## src/rtl/uart_tx.sv

```systemverilog
// UART transmitter: start bit, BIT_WIDTH data bits LSB first, optional even parity, stop bit.
// Define UART_TX_PARITY_EN to insert an even-parity bit before the stop bit.
module uart_tx #(
    parameter int CLOCK_BAUD_RATIO = 400,
    parameter int BIT_WIDTH        = 8
) (
    input  logic                 clk,
    input  logic                 rst,
    input  logic [BIT_WIDTH-1:0] data_in,
    input  logic                 valid,
    output logic                 ready,
    output logic                 tx,
    output logic                 busy
);

    localparam int CW = (CLOCK_BAUD_RATIO > 2) ? $clog2(CLOCK_BAUD_RATIO) : 1;
    localparam int IW = $clog2(BIT_WIDTH + 1);

    localparam logic [2:0] S_IDLE   = 3'd0;
    localparam logic [2:0] S_START  = 3'd1;
    localparam logic [2:0] S_DATA   = 3'd2;
    localparam logic [2:0] S_PARITY = 3'd3;
    localparam logic [2:0] S_STOP   = 3'd4;

    localparam logic [CW-1:0] CNT_MAX  = CW'(CLOCK_BAUD_RATIO - 1);
    localparam logic [IW-1:0] IDX_LAST = IW'(BIT_WIDTH - 1);

    logic [2:0]           state_q, state_d;
    logic [CW-1:0]        cnt_q, cnt_d;
    logic [IW-1:0]        idx_q, idx_d;
    logic [BIT_WIDTH-1:0] shift_q, shift_d;
    logic                 tx_q, tx_d;
    logic                 bit_end;
`ifdef UART_TX_PARITY_EN
    logic                 parity_q, parity_d;
`endif

    assign bit_end = (cnt_q == CNT_MAX);
    assign ready   = (state_q == S_IDLE) && !rst;
    assign busy    = (state_q != S_IDLE);
    assign tx      = tx_q;

    always_comb begin
        state_d = state_q;
        cnt_d   = cnt_q;
        idx_d   = idx_q;
        shift_d = shift_q;
        tx_d    = tx_q;
`ifdef UART_TX_PARITY_EN
        parity_d = parity_q;
`endif
        if (state_q != S_IDLE) begin
            cnt_d = bit_end ? '0 : cnt_q + 1'b1;
        end
        case (state_q)
            S_IDLE: begin
                if (valid) begin
                    state_d = S_START;
                    cnt_d   = '0;
                    idx_d   = '0;
                    shift_d = data_in;
                    tx_d    = 1'b0;
`ifdef UART_TX_PARITY_EN
                    parity_d = ^data_in;
`endif
                end
            end
            S_START: begin
                if (bit_end) begin
                    state_d = S_DATA;
                    tx_d    = shift_q[0];
                end
            end
            S_DATA: begin
                if (bit_end) begin
                    if (idx_q == IDX_LAST) begin
                        idx_d = '0;
`ifdef UART_TX_PARITY_EN
                        state_d = S_PARITY;
                        tx_d    = parity_q;
`else
                        state_d = S_STOP;
                        tx_d    = 1'b1;
`endif
                    end else begin
                        idx_d   = idx_q + 1'b1;
                        shift_d = shift_q >> 1;
                        tx_d    = shift_d[0];
                    end
                end
            end
`ifdef UART_TX_PARITY_EN
            S_PARITY: begin
                if (bit_end) begin
                    state_d = S_STOP;
                    tx_d    = 1'b1;
                end
            end
`endif
            S_STOP: begin
                if (bit_end) begin
                    state_d = S_IDLE;
                    tx_d    = 1'b1;
                end
            end
            default: begin
                state_d = S_IDLE;
                cnt_d   = '0;
                idx_d   = '0;
                tx_d    = 1'b1;
            end
        endcase
    end

    // Reset aborts any frame in flight; the line returns to idle immediately.
    always_ff @(posedge clk) begin
        if (rst) begin
            state_q <= S_IDLE;
            cnt_q   <= '0;
            idx_q   <= '0;
            shift_q <= '0;
            tx_q    <= 1'b1;
`ifdef UART_TX_PARITY_EN
            parity_q <= 1'b0;
`endif
        end else begin
            state_q <= state_d;
            cnt_q   <= cnt_d;
            idx_q   <= idx_d;
            shift_q <= shift_d;
            tx_q    <= tx_d;
`ifdef UART_TX_PARITY_EN
            parity_q <= parity_d;
`endif
        end
    end

endmodule

```

## config.mk

```make
export PLATFORM = sky130hd
export DESIGN_NAME = uart_tx
export DESIGN_NICKNAME = d
export VERILOG_FILES = /design/src/rtl/uart_tx.sv
export SDC_FILE = /design/constraint.sdc
export NUM_CORES = 1
export LEC_CHECK = 0
export BUFFER_PORTS_ARGS = -buffer_cell sky130_fd_sc_hd__buf_4
export CELL_PAD_IN_SITES_DETAIL_PLACEMENT = 1
export CELL_PAD_IN_SITES_GLOBAL_PLACEMENT = 2
export CORE_MARGIN = 10
export CORE_UTILIZATION = 38
export DETAILED_ROUTE_END_ITERATION = 16
export GPL_TIMING_DRIVEN = 0
export PLACE_DENSITY_LB_ADDON = 0.1
export SYNTH_ARGS = -nofsm -noshare
export SYNTH_HDL_FRONTEND = slang
export SYNTH_SLANG_ARGS = --single-unit
```

## constraint.sdc

```tcl
create_clock -name clk -period 4.59 [get_ports clk]
set_input_delay 0.918 -clock clk [delete_from_list [all_inputs] [get_ports clk]]
set_output_delay 0.918 -clock clk [all_outputs]
set_load 0.03 [all_outputs]
```

==> results.toml <==
[outcome]
status = "completed"

[power]
p_int_uw = 281.6
pwr-share-clk_pct = 28.0
sw_frac_of_total_pct = 28.08
ir_drop_mv = 0.1275
power_density_mw_per_mm2 = 252.4
seqPwrFrac_pct = 58.9
p_leak_nw = 0.5947
power_uw = 391.5
p_sw_uw = 109.9
combPwrFrac_pct = 13.1

[yosys]
syn_area_sq_mm = 0.001366
synth_seq_cells = 25
yosysTopAreaCell = "dfxtp_1"
synth_ff_type = "dfxtp_1"
synth_nets = 164
synth_enable_flop_cells = 0
synth_cells = 151
syn_area_per_cell_sq_um = 9.048
synth_area_leaders = "dfxtp_1 37%, mux2i_1 5.9%, a21oi_1 5.5%, a311oi_1 5.1%, nor2_1 4.1%"
yosysWarnings = 0
yosysUniqueCellTypes = 45
synth_top_area_share_pct = 36.63
seq_area_frac_synth_pct = 36.63
async_flop_share_pct = 0

[final_layout]
finalNonFillerCells = 214
nets = 182
drive_above_1_share_pct = 19.64
area_growth_pct = 13.55
final_cell_mix = "25 x dfxtp_1, 15 x nor2_1, 15 x a21oi_1"
layout_commonest_cell = "dfxtp_1"
fin_util_pct = 45.42
n_antenna_cell = 0

[drt]
wl_microns = 3557
viasPerCell = 5.687
ant_nets = 0
drt-wirelength-per-cell_microns = 16.62
drt_pre_antenna_iters = 4
vias = 1217
drt_iter0_markers = 57
drc_errors = 0

[critical_path]
required_ps = 3670
reg2reg_from = "cnt_q[0]"
rrSetupSlack_ps = 2510
startpoint = "state_q[0]"
cp_max_fo = 8
crit_arrival_ps = 1850
startpoint_type = "register"
crit_type = "reg2out"
cp-end-kind = "output port"
rr_worst_depth = 5

[timing]
fin_skew_ps = 6.057
final-hold-violation-count = 0
relSlewSlack_pct = 52.27
final.min_clock_period_ps = 2770
finalCritPeriodShare_pct = 60.35
tightest_slew_ps = 712.9
fmax_mhz = 361.0
setup_viol = 0
rsz0062_at_grt = "false"
slew_viol_final = 0
setup_tns_ps = 0

[clocking]
post_cts_buffers = 0
cts_htree_levels = 1
cts_tree = "built"
root_buffer = "clkbuf_4"
clkTransAtPathRegs_ps = 150
cts-resized-gates = 0
cts_buffer_depth = 2
cts_buffers = 3
cts-hold-fix-buffers = 0
clock-sinks = 25
clk_latency_ps = 340

[floorplan]
die_w_microns = 79.96
start_util_pct = 40.00
placeableCoreArea_sq_mm = 0.003416
die_height_microns = 79.96
dieArea_sq_mm = 0.006394
rows = 21
design.portCount = 14

[placement]
dp_cells = 210
globalplace.congestion = 0.7226
io_buffers = 13
dp_hpwl_microns = 2647

[grt]
grt_pass1_wl_microns = 5906
grt_max_degree = 16
grt-ovfl-total = 0
grt_pass1_vias = 1249
grt_usage_pct = 11.38
antenna_found_initial = 0

[min_path]
hold_path_depth = 2
hp-class = "reg2reg"
hp-start = "idx_q[3]"

[run]
maxCapViolCount = 0
[per-layer routing]
layer | GRT usage, % | share of wire [%] | wire [microns]
met3 | 2.140 | 3.5 | 124
met5 | 0 | 0 | 0
met2 | 17.34 | 45 | 1595
met1 | 15.23 | 50 | 1786
met4 | 4.577 | 1.4 | 51
[final timing paths]
check / end
max: ready
min: idx_q[3]
max reg2reg: state_q[1]
min reg2reg: idx_q[3]
[synth_stat cells (3+ instances only)]
library cell / instances
buf_6: 3
nand2_1: 8
nor4_1: 3
nor4b_1: 3
nor2_1: 15
dfxtp_1: 25
inv_1: 3
mux2i_1: 8
a21oi_1: 15
nor3_1: 3
nand4_1: 3
a311oi_1: 8
o21ai_0: 5
nand3_1: 4
xnor2_1: 6
[power groups by stage]
| stage | registers [mW] | logic (mW) | clock network [mW] |
|---|---|---|---|
| floorplan | 0.235 | 0.0315 | 0 |
| global placement | 0.235 | 0.0495 | 0 |
| detailed placement | 0.235 | 0.0513 | 0 |
| CTS | 0.231 | 0.0514 | 0.113 |
| global route | 0.232 | 0.0570 | 0.125 |
| finish | 0.231 | 0.0512 | 0.110 |
[worst max-delay path, stage by stage (launching register included)]
cell and delay [ps]:
dfxtp_1 390, nor3_2 550, inv_1 260, nor2_1 150
buf_4 170
[area by class of cell]
class	instances	area, sq um
Clock inverter	1	7.507
Fill cell	411	1864
Inverter	3	11.26
Multi-Input combinational cell	115	795.8
Tap cell	46	57.56
Buffer	8	58.81
Timing Repair Buffer	13	97.59
Sequential cell	25	500.5
Clock buffer	3	22.52
[state kept, by name, indices dropped and copies added (netlist names)]
| register | count |
|---|---|
| cnt_q | 9 |
| tx | 1 |
| idx_q | 4 |
| shift_q | 8 |
| state_q | 3 |
[per-stage QoR]
step                      hold WS [ps]  setup WS, ps  area, sq um
final                            506.5          1820         1551
after global routing             531.7          1657         1551
after CTS                        504.2          1825         1551
after detailed placement         481.5          1983         1521
after global placement           472.8          1989         1521
after floorplan                  451.3          2023         1366
[cells by family after synthesis]
group,share of synthesized area [%]
buffers and inverters,5.128
XOR/XNOR,5.128
AND/OR/NAND/NOR,23.90
adder cells (fa/ha/maj),2.564
flip-flops,36.63
AO/OA/AOI/OAI,20.79
multiplexers,5.861
Power figures use the tool's default switching activity.
